--- src/rtl/cnt_bank_pkg.sv ---
// Shared op codes, response FSM states and op classification for the counter bank.
package cnt_bank_pkg;

  localparam int OP_W = 3;

  typedef enum logic [2:0] {
    OP_NOP      = 3'd0,
    OP_PRE_INC  = 3'd1,
    OP_POST_INC = 3'd2,
    OP_PRE_DEC  = 3'd3,
    OP_POST_DEC = 3'd4,
    OP_LOAD     = 3'd5,
    OP_ADD      = 3'd6,
    OP_CLR_ALL  = 3'd7
  } cnt_op_e;

  typedef enum logic {
    RSP_IDLE = 1'b0,
    RSP_FULL = 1'b1
  } rsp_state_e;

  // NOP returns the unchanged value, so either classification is correct for it.
  function automatic logic op_returns_new(cnt_op_e op);
    return (op == OP_PRE_INC) || (op == OP_PRE_DEC) || (op == OP_ADD);
  endfunction

endpackage

--- src/rtl/cnt_bank_alu.sv ---
// Combinational update for one counter: new value, returned value and overflow.
// Define CNT_BANK_SAT_EN to clamp at the range limits instead of wrapping.
module cnt_bank_alu
  import cnt_bank_pkg::*;
#(
  parameter int WIDTH = 8
) (
  input  logic [WIDTH-1:0] old_val,
  input  cnt_op_e          op,
  input  logic [WIDTH-1:0] data,
  output logic [WIDTH-1:0] new_val,
  output logic [WIDTH-1:0] ret_val,
  output logic             ovf
);

  localparam logic [WIDTH-1:0] MAX_VAL = '1;
  localparam logic [WIDTH-1:0] ONE     = WIDTH'(1);

  logic [WIDTH:0] sum;

  always_comb begin
    sum     = {1'b0, old_val} + {1'b0, data};
    new_val = old_val;
    ovf     = 1'b0;
    case (op)
      OP_PRE_INC, OP_POST_INC: begin
        ovf = (old_val == MAX_VAL);
`ifdef CNT_BANK_SAT_EN
        new_val = ovf ? MAX_VAL : old_val + ONE;
`else
        new_val = old_val + ONE;
`endif
      end
      OP_PRE_DEC, OP_POST_DEC: begin
        ovf = (old_val == '0);
`ifdef CNT_BANK_SAT_EN
        new_val = ovf ? '0 : old_val - ONE;
`else
        new_val = old_val - ONE;
`endif
      end
      OP_LOAD: new_val = data;
      OP_ADD: begin
        ovf = sum[WIDTH];
`ifdef CNT_BANK_SAT_EN
        new_val = ovf ? MAX_VAL : sum[WIDTH-1:0];
`else
        new_val = sum[WIDTH-1:0];
`endif
      end
      OP_CLR_ALL: new_val = '0;
      default: new_val = old_val;
    endcase
    ret_val = op_returns_new(op) ? new_val : old_val;
  end

endmodule

--- src/rtl/cnt_bank_incdec.sv ---
// Bank of NUM_CH counters with indexed inc/dec/load/add commands and a one-deep
// response register. Saturating arithmetic is selected with CNT_BANK_SAT_EN.
module cnt_bank_incdec
  import cnt_bank_pkg::*;
#(
  parameter int NUM_CH = 4,
  parameter int WIDTH  = 8,
  parameter int IDX_W  = (NUM_CH > 1) ? $clog2(NUM_CH) : 1
) (
  input  logic                    clk,
  input  logic                    rst_n,
  input  logic                    cmd_valid,
  output logic                    cmd_ready,
  input  logic [OP_W-1:0]         cmd_op,
  input  logic [IDX_W-1:0]        cmd_idx,
  input  logic [WIDTH-1:0]        cmd_data,
  output logic                    rsp_valid,
  input  logic                    rsp_ready,
  output logic [WIDTH-1:0]        rsp_data,
  output logic [IDX_W-1:0]        rsp_idx,
  output logic                    rsp_ovf,
  output logic                    rsp_err,
  output logic [NUM_CH*WIDTH-1:0] cnt_flat
);

  logic [WIDTH-1:0] cnt_q [NUM_CH];
  logic [WIDTH-1:0] cnt_d [NUM_CH];

  rsp_state_e       state_q, state_d;
  logic [WIDTH-1:0] rsp_data_q, rsp_data_d;
  logic [IDX_W-1:0] rsp_idx_q, rsp_idx_d;
  logic             rsp_ovf_q, rsp_ovf_d;
  logic             rsp_err_q, rsp_err_d;

  cnt_op_e          op;
  logic             accept;
  logic             idx_ok;
  logic [WIDTH-1:0] old_val;
  logic [WIDTH-1:0] new_val;
  logic [WIDTH-1:0] ret_val;
  logic             alu_ovf;

  assign op        = cnt_op_e'(cmd_op);
  assign rsp_valid = (state_q == RSP_FULL);
  assign cmd_ready = !rsp_valid || rsp_ready;
  assign accept    = cmd_valid && cmd_ready;
  assign idx_ok    = 32'(cmd_idx) < 32'(NUM_CH);

  // Unmatched indices (only possible when NUM_CH is not a power of two) read as zero.
  always_comb begin
    old_val = '0;
    for (int i = 0; i < NUM_CH; i++) begin
      if (cmd_idx == IDX_W'(i)) old_val = cnt_q[i];
    end
  end

  cnt_bank_alu #(
    .WIDTH(WIDTH)
  ) u_alu (
    .old_val(old_val),
    .op     (op),
    .data   (cmd_data),
    .new_val(new_val),
    .ret_val(ret_val),
    .ovf    (alu_ovf)
  );

  always_comb begin
    cnt_d = cnt_q;
    if (accept && idx_ok) begin
      if (op == OP_CLR_ALL) begin
        for (int i = 0; i < NUM_CH; i++) cnt_d[i] = '0;
      end else begin
        for (int i = 0; i < NUM_CH; i++) begin
          if (cmd_idx == IDX_W'(i)) cnt_d[i] = new_val;
        end
      end
    end
  end

  always_comb begin
    state_d    = state_q;
    rsp_data_d = rsp_data_q;
    rsp_idx_d  = rsp_idx_q;
    rsp_ovf_d  = rsp_ovf_q;
    rsp_err_d  = rsp_err_q;
    if (accept) begin
      state_d    = RSP_FULL;
      rsp_data_d = idx_ok ? ret_val : '0;
      rsp_idx_d  = cmd_idx;
      rsp_ovf_d  = idx_ok && alu_ovf;
      rsp_err_d  = !idx_ok;
    end else if (rsp_ready) begin
      state_d = RSP_IDLE;
    end
  end

  always_ff @(posedge clk or negedge rst_n) begin
    if (!rst_n) begin
      for (int i = 0; i < NUM_CH; i++) cnt_q[i] <= '0;
      state_q    <= RSP_IDLE;
      rsp_data_q <= '0;
      rsp_idx_q  <= '0;
      rsp_ovf_q  <= 1'b0;
      rsp_err_q  <= 1'b0;
    end else begin
      cnt_q      <= cnt_d;
      state_q    <= state_d;
      rsp_data_q <= rsp_data_d;
      rsp_idx_q  <= rsp_idx_d;
      rsp_ovf_q  <= rsp_ovf_d;
      rsp_err_q  <= rsp_err_d;
    end
  end

  always_comb begin
    cnt_flat = '0;
    for (int i = 0; i < NUM_CH; i++) cnt_flat[i*WIDTH +: WIDTH] = cnt_q[i];
  end

  assign rsp_data = rsp_data_q;
  assign rsp_idx  = rsp_idx_q;
  assign rsp_ovf  = rsp_ovf_q;
  assign rsp_err  = rsp_err_q;

endmodule

--- config.mk ---
export PLATFORM = sky130hd
export DESIGN_NAME = cnt_bank_incdec
export DESIGN_NICKNAME = d
export VERILOG_FILES = /design/src/rtl/cnt_bank_pkg.sv /design/src/rtl/cnt_bank_alu.sv /design/src/rtl/cnt_bank_incdec.sv
export SDC_FILE = /design/constraint.sdc
export NUM_CORES = 1
export LEC_CHECK = 0
export CAP_MARGIN = 40
export CORE_UTILIZATION = 48
export CTS_BUF_LIST = sky130_fd_sc_hd__clkbuf_4 sky130_fd_sc_hd__clkbuf_8 sky130_fd_sc_hd__clkbuf_16
export DETAILED_ROUTE_END_ITERATION = 7
export HOLD_SLACK_MARGIN = 0.12
export MAX_ROUTING_LAYER = met4
export PLACE_DENSITY = 0.82
export SLEW_MARGIN = 20
export SYNTH_ARGS = -nofsm -noshare
export SYNTH_HDL_FRONTEND = slang
export SYNTH_SLANG_ARGS = --single-unit
--- constraint.sdc ---
create_clock -name clk -period 4.6 [get_ports clk]
set_clock_uncertainty 0.2 [all_clocks]
set_input_delay 1.38 -clock clk [delete_from_list [all_inputs] [get_ports clk]]
set_output_delay 1.38 -clock clk [all_outputs]
set_load 0.03 [all_outputs]
==> flow_summary.toml <==
[synthesis]
synth_mux_area_share_pct = 9.09
yosys.area.top_type = "dfrtp_1"
postSynthNetCount = 398
synth-edff-count = 0
syn-mean-instance-area_um2 = 8.44
ys_seq_area_share_pct = 35.5
ys.warnings.count = 0
synth_simple_gate_area_share_pct = 18.1
yosys.cell_types.count = 50
synth_area_leaders = "dfrtp_1, nand2_1, o21ai_0, ha_1, mux4_2"
synth_compound_area_share_pct = 24.5
yosysTopAreaCellShare_pct = 35.5
syn_area_um2 = 3100
ys_ff_latch = 44
synth_top_flop_cell = "dfrtp_1"
synth_xor_area_share_pct = 2.54
postSynth.asyncResetShare_pct = 100
yosysMostFrequentCell = "nand2_1"
synth_top_family_by_area = "compound AO/OA/AOI/OAI gates"
yosys.area_share.adder_pct = 5.65
synthCells = 367
yosys-top-cells-count = "nand2_1, o21ai_0, dfrtp_1"

[drt]
dr.pass1.iters = 5
wire_per_inst_um = 18.2
drc_errors = 0
viasPerCell = 6.07
drt-total-wl_um = 10200
drt_iter0_markers = 305
ant_nets = 0
via_count = 3381

[final_layout]
multi_input_area_um2 = 1920
register_area_um2 = 1100
num-nets-final = 512
n_antenna_cell = 0
final_cells = 557
drive_above_1_share_pct = 21.4
nFillCells = 478
syn_to_final_growth_pct = 41.9
utilization_pct = 72.5

[clocking]
clock_path_buffers = 2
postCtsHoldBufs = 0
cts_tree = "done"
cts.sinks = 44
numCtsBuffers = 5
cts-root-buf = "clkbuf_8"
clk_pin_slew_ns = 0.08
h-tree-depth = 2
clk_latency_ns = 0.29

[global_route]
track_usage_pct = 33.1
antenna_found_initial = 0
grt_overflow = 0
grt_pass1_wl_um = 16000
grt_start_max_net_pins = 31
grt_pass1_vias = 3224

[power]
irDropWorstVdd_uv = 442
design_power_total_uw = 2500
powerDensity_nw_per_um2 = 569
p_leak_uw = 0.00197

[worst_setup_path]
path_max_fanout = 9
r2r_end = "cnt_flat[7]"
crit_buf_inv = 3
required_ns = 4.58
crit_start = "cmd_idx[1]"
endpoint_kind = "flip-flop"
r2r-start = "cnt_flat[26]"
startpoint_type = "primary input"
crit_arrival_ns = 4.37
r2r_setup_slack_ns = 1.27
reg2reg_depth = 10
cpMaxStageDelayCell = "clkdlybuf4s50_1"
worstSetupPathType = "primary input to flip-flop"
critPathMaxStageDelay_ns = 0.53
crit_chain = "clkdlybuf4s50_1, buf_6, mux4_2, or3b_1, a21oi_2, o41ai_4, buf_4, a211oi_1, a2111oi_2, nand3_2, mux2_4"
cp_top_family = "compound AO/OA/AOI/OAI gates"

[hold_path]
min_path_type = "flip-flop to flip-flop"
min_from = "rsp_data[1]"
whs_path_depth = 2
holdPathEnd = "rsp_data[1]"

[timing]
relSlewSlack_pct = 64.0
finalHoldViolations = 0
worst_pin_slew_ns = 0.526
fin_crit_ns = 4.39
fmax_mhz = 228
rsz0062_at_grt = "false"
drv_slew = 0
post-route-period-util_pct = 95.5
setup_violations = 0

[floorplan]
die_x_um = 82.3
fp.coreArea_um2 = 6060
die_h_um = 82.3
core.rowCount = 28
io_pins = 63
dieArea_um2 = 6780
start_util_pct = 51.1

[placement]
gp_congestion = 0.993
portBuffers = 61
hpwl_um = 7730
placedCellCount = 549

[run_status]
status = "finished, final reports clean"

[flow_run]
drv_cap = 0
[worst register-to-register path, delay by kind of cell, from the launching register on]
family / cells / cell delay, ns
flip-flops: 1 / 0.41
AO/OA/AOI/OAI: 4 / 0.91
multiplexers: 2 / 0.84
adder cells (fa/ha/maj): 1 / 0.32
AND/OR/NAND/NOR: 2 / 0.33
buffers and inverters: 1 / 0.20
[cells in the final DEF, fill, tap and decap left out, drive strengths merged, types with 6 or more instances in the layout]
| master | Yosys | final |
|---|---|---|
| mux4 | 8 | 8 |
| and2 | 6 | 6 |
| clkdlybuf4s50 | 0 | 56 |
| nand2 | 66 | 66 |
| dfrtp | 44 | 44 |
| nor3 | 6 | 6 |
| mux2 | 6 | 6 |
| ha | 14 | 14 |
| a31oi | 7 | 7 |
| a211oi | 7 | 7 |
| nand3 | 7 | 7 |
| o31ai | 6 | 6 |
| a21oi | 23 | 23 |
| buf | 9 | 68 |
| o21ai | 47 | 47 |
| inv | 11 | 11 |
| clkbuf | 12 | 8 |
| nor2 | 26 | 26 |
[per-layer routing]
layer | share of wire, % | global-route usage, % | vias to the layer above
li1 | - | - | 1565
met1 | 43 | 43.3 | 1622
met2 | 48 | 53.0 | 164
met3 | 6.3 | 3.63 | 30
met4 | 2.9 | 12.5 | 0
met5 | 0 | - | -
[layout make-up]
cell class,count,share of cell area (%)
tap,75,2.13
inverter,11,0.996
multi-input combinational,291,43.7
sequential,44,25.0
timing repair buffer,128,25.9
clock buffer,8,2.22
[logic make-up after synthesis]
logic type / Yosys count
simple gates: 128
compound gates: 122
flops: 44
buf+inv: 32
mux: 17
fa+ha+maj: 14
xor+xnor: 9
other cells: 1
[how the worst max path moves through the flow]
stage | end | cells past startpoint
finish | cnt_flat[7] | 11
global route | cnt_flat[7] | 11
CTS | cnt_flat[15] | 12
detailed placement | cnt_flat[15] | 10
global placement | cnt_flat[21] | 12
floorplan | cnt_flat[31] | 12
[per-stage QoR]
step                      TNS (ns)  hold WS, ns  instance area, um^2  setup WS, ns
final                            0        0.292                 4400         0.206
after global routing             0        0.317                 4400        0.0267
after CTS                        0        0.294                 4340       0.00788
after detailed placement     -6.97        0.276                 4220        -0.503
after global placement       -5.31        0.266                 4200        -0.407
after floorplan                  0        0.457                 3100         0.156
[state kept, by name, indices dropped and copies added (netlist names)]
name / flops
cnt_flat: 32
rsp_ovf: 1
rsp_data: 8
rsp_valid: 1
rsp_idx: 2
[power breakdown]
| group | switching, uW | internal (uW) | total (uW) | leakage (uW) |
|---|---|---|---|---|
| Combinational | 880 | 731 | 1610 | 0.00138 |
| Sequential | 112 | 520 | 632 | 0.000542 |
| Clock | 124 | 134 | 258 | 0.0000523 |
[what timing repair did]
action	4_1_cts	5_1_grt
endpoints found under the setup margin	13	21
buffers inserted	0	0
pin swaps	2	3
resized for setup	7	18
No activity file was read; power rests on OpenSTA's default activity.
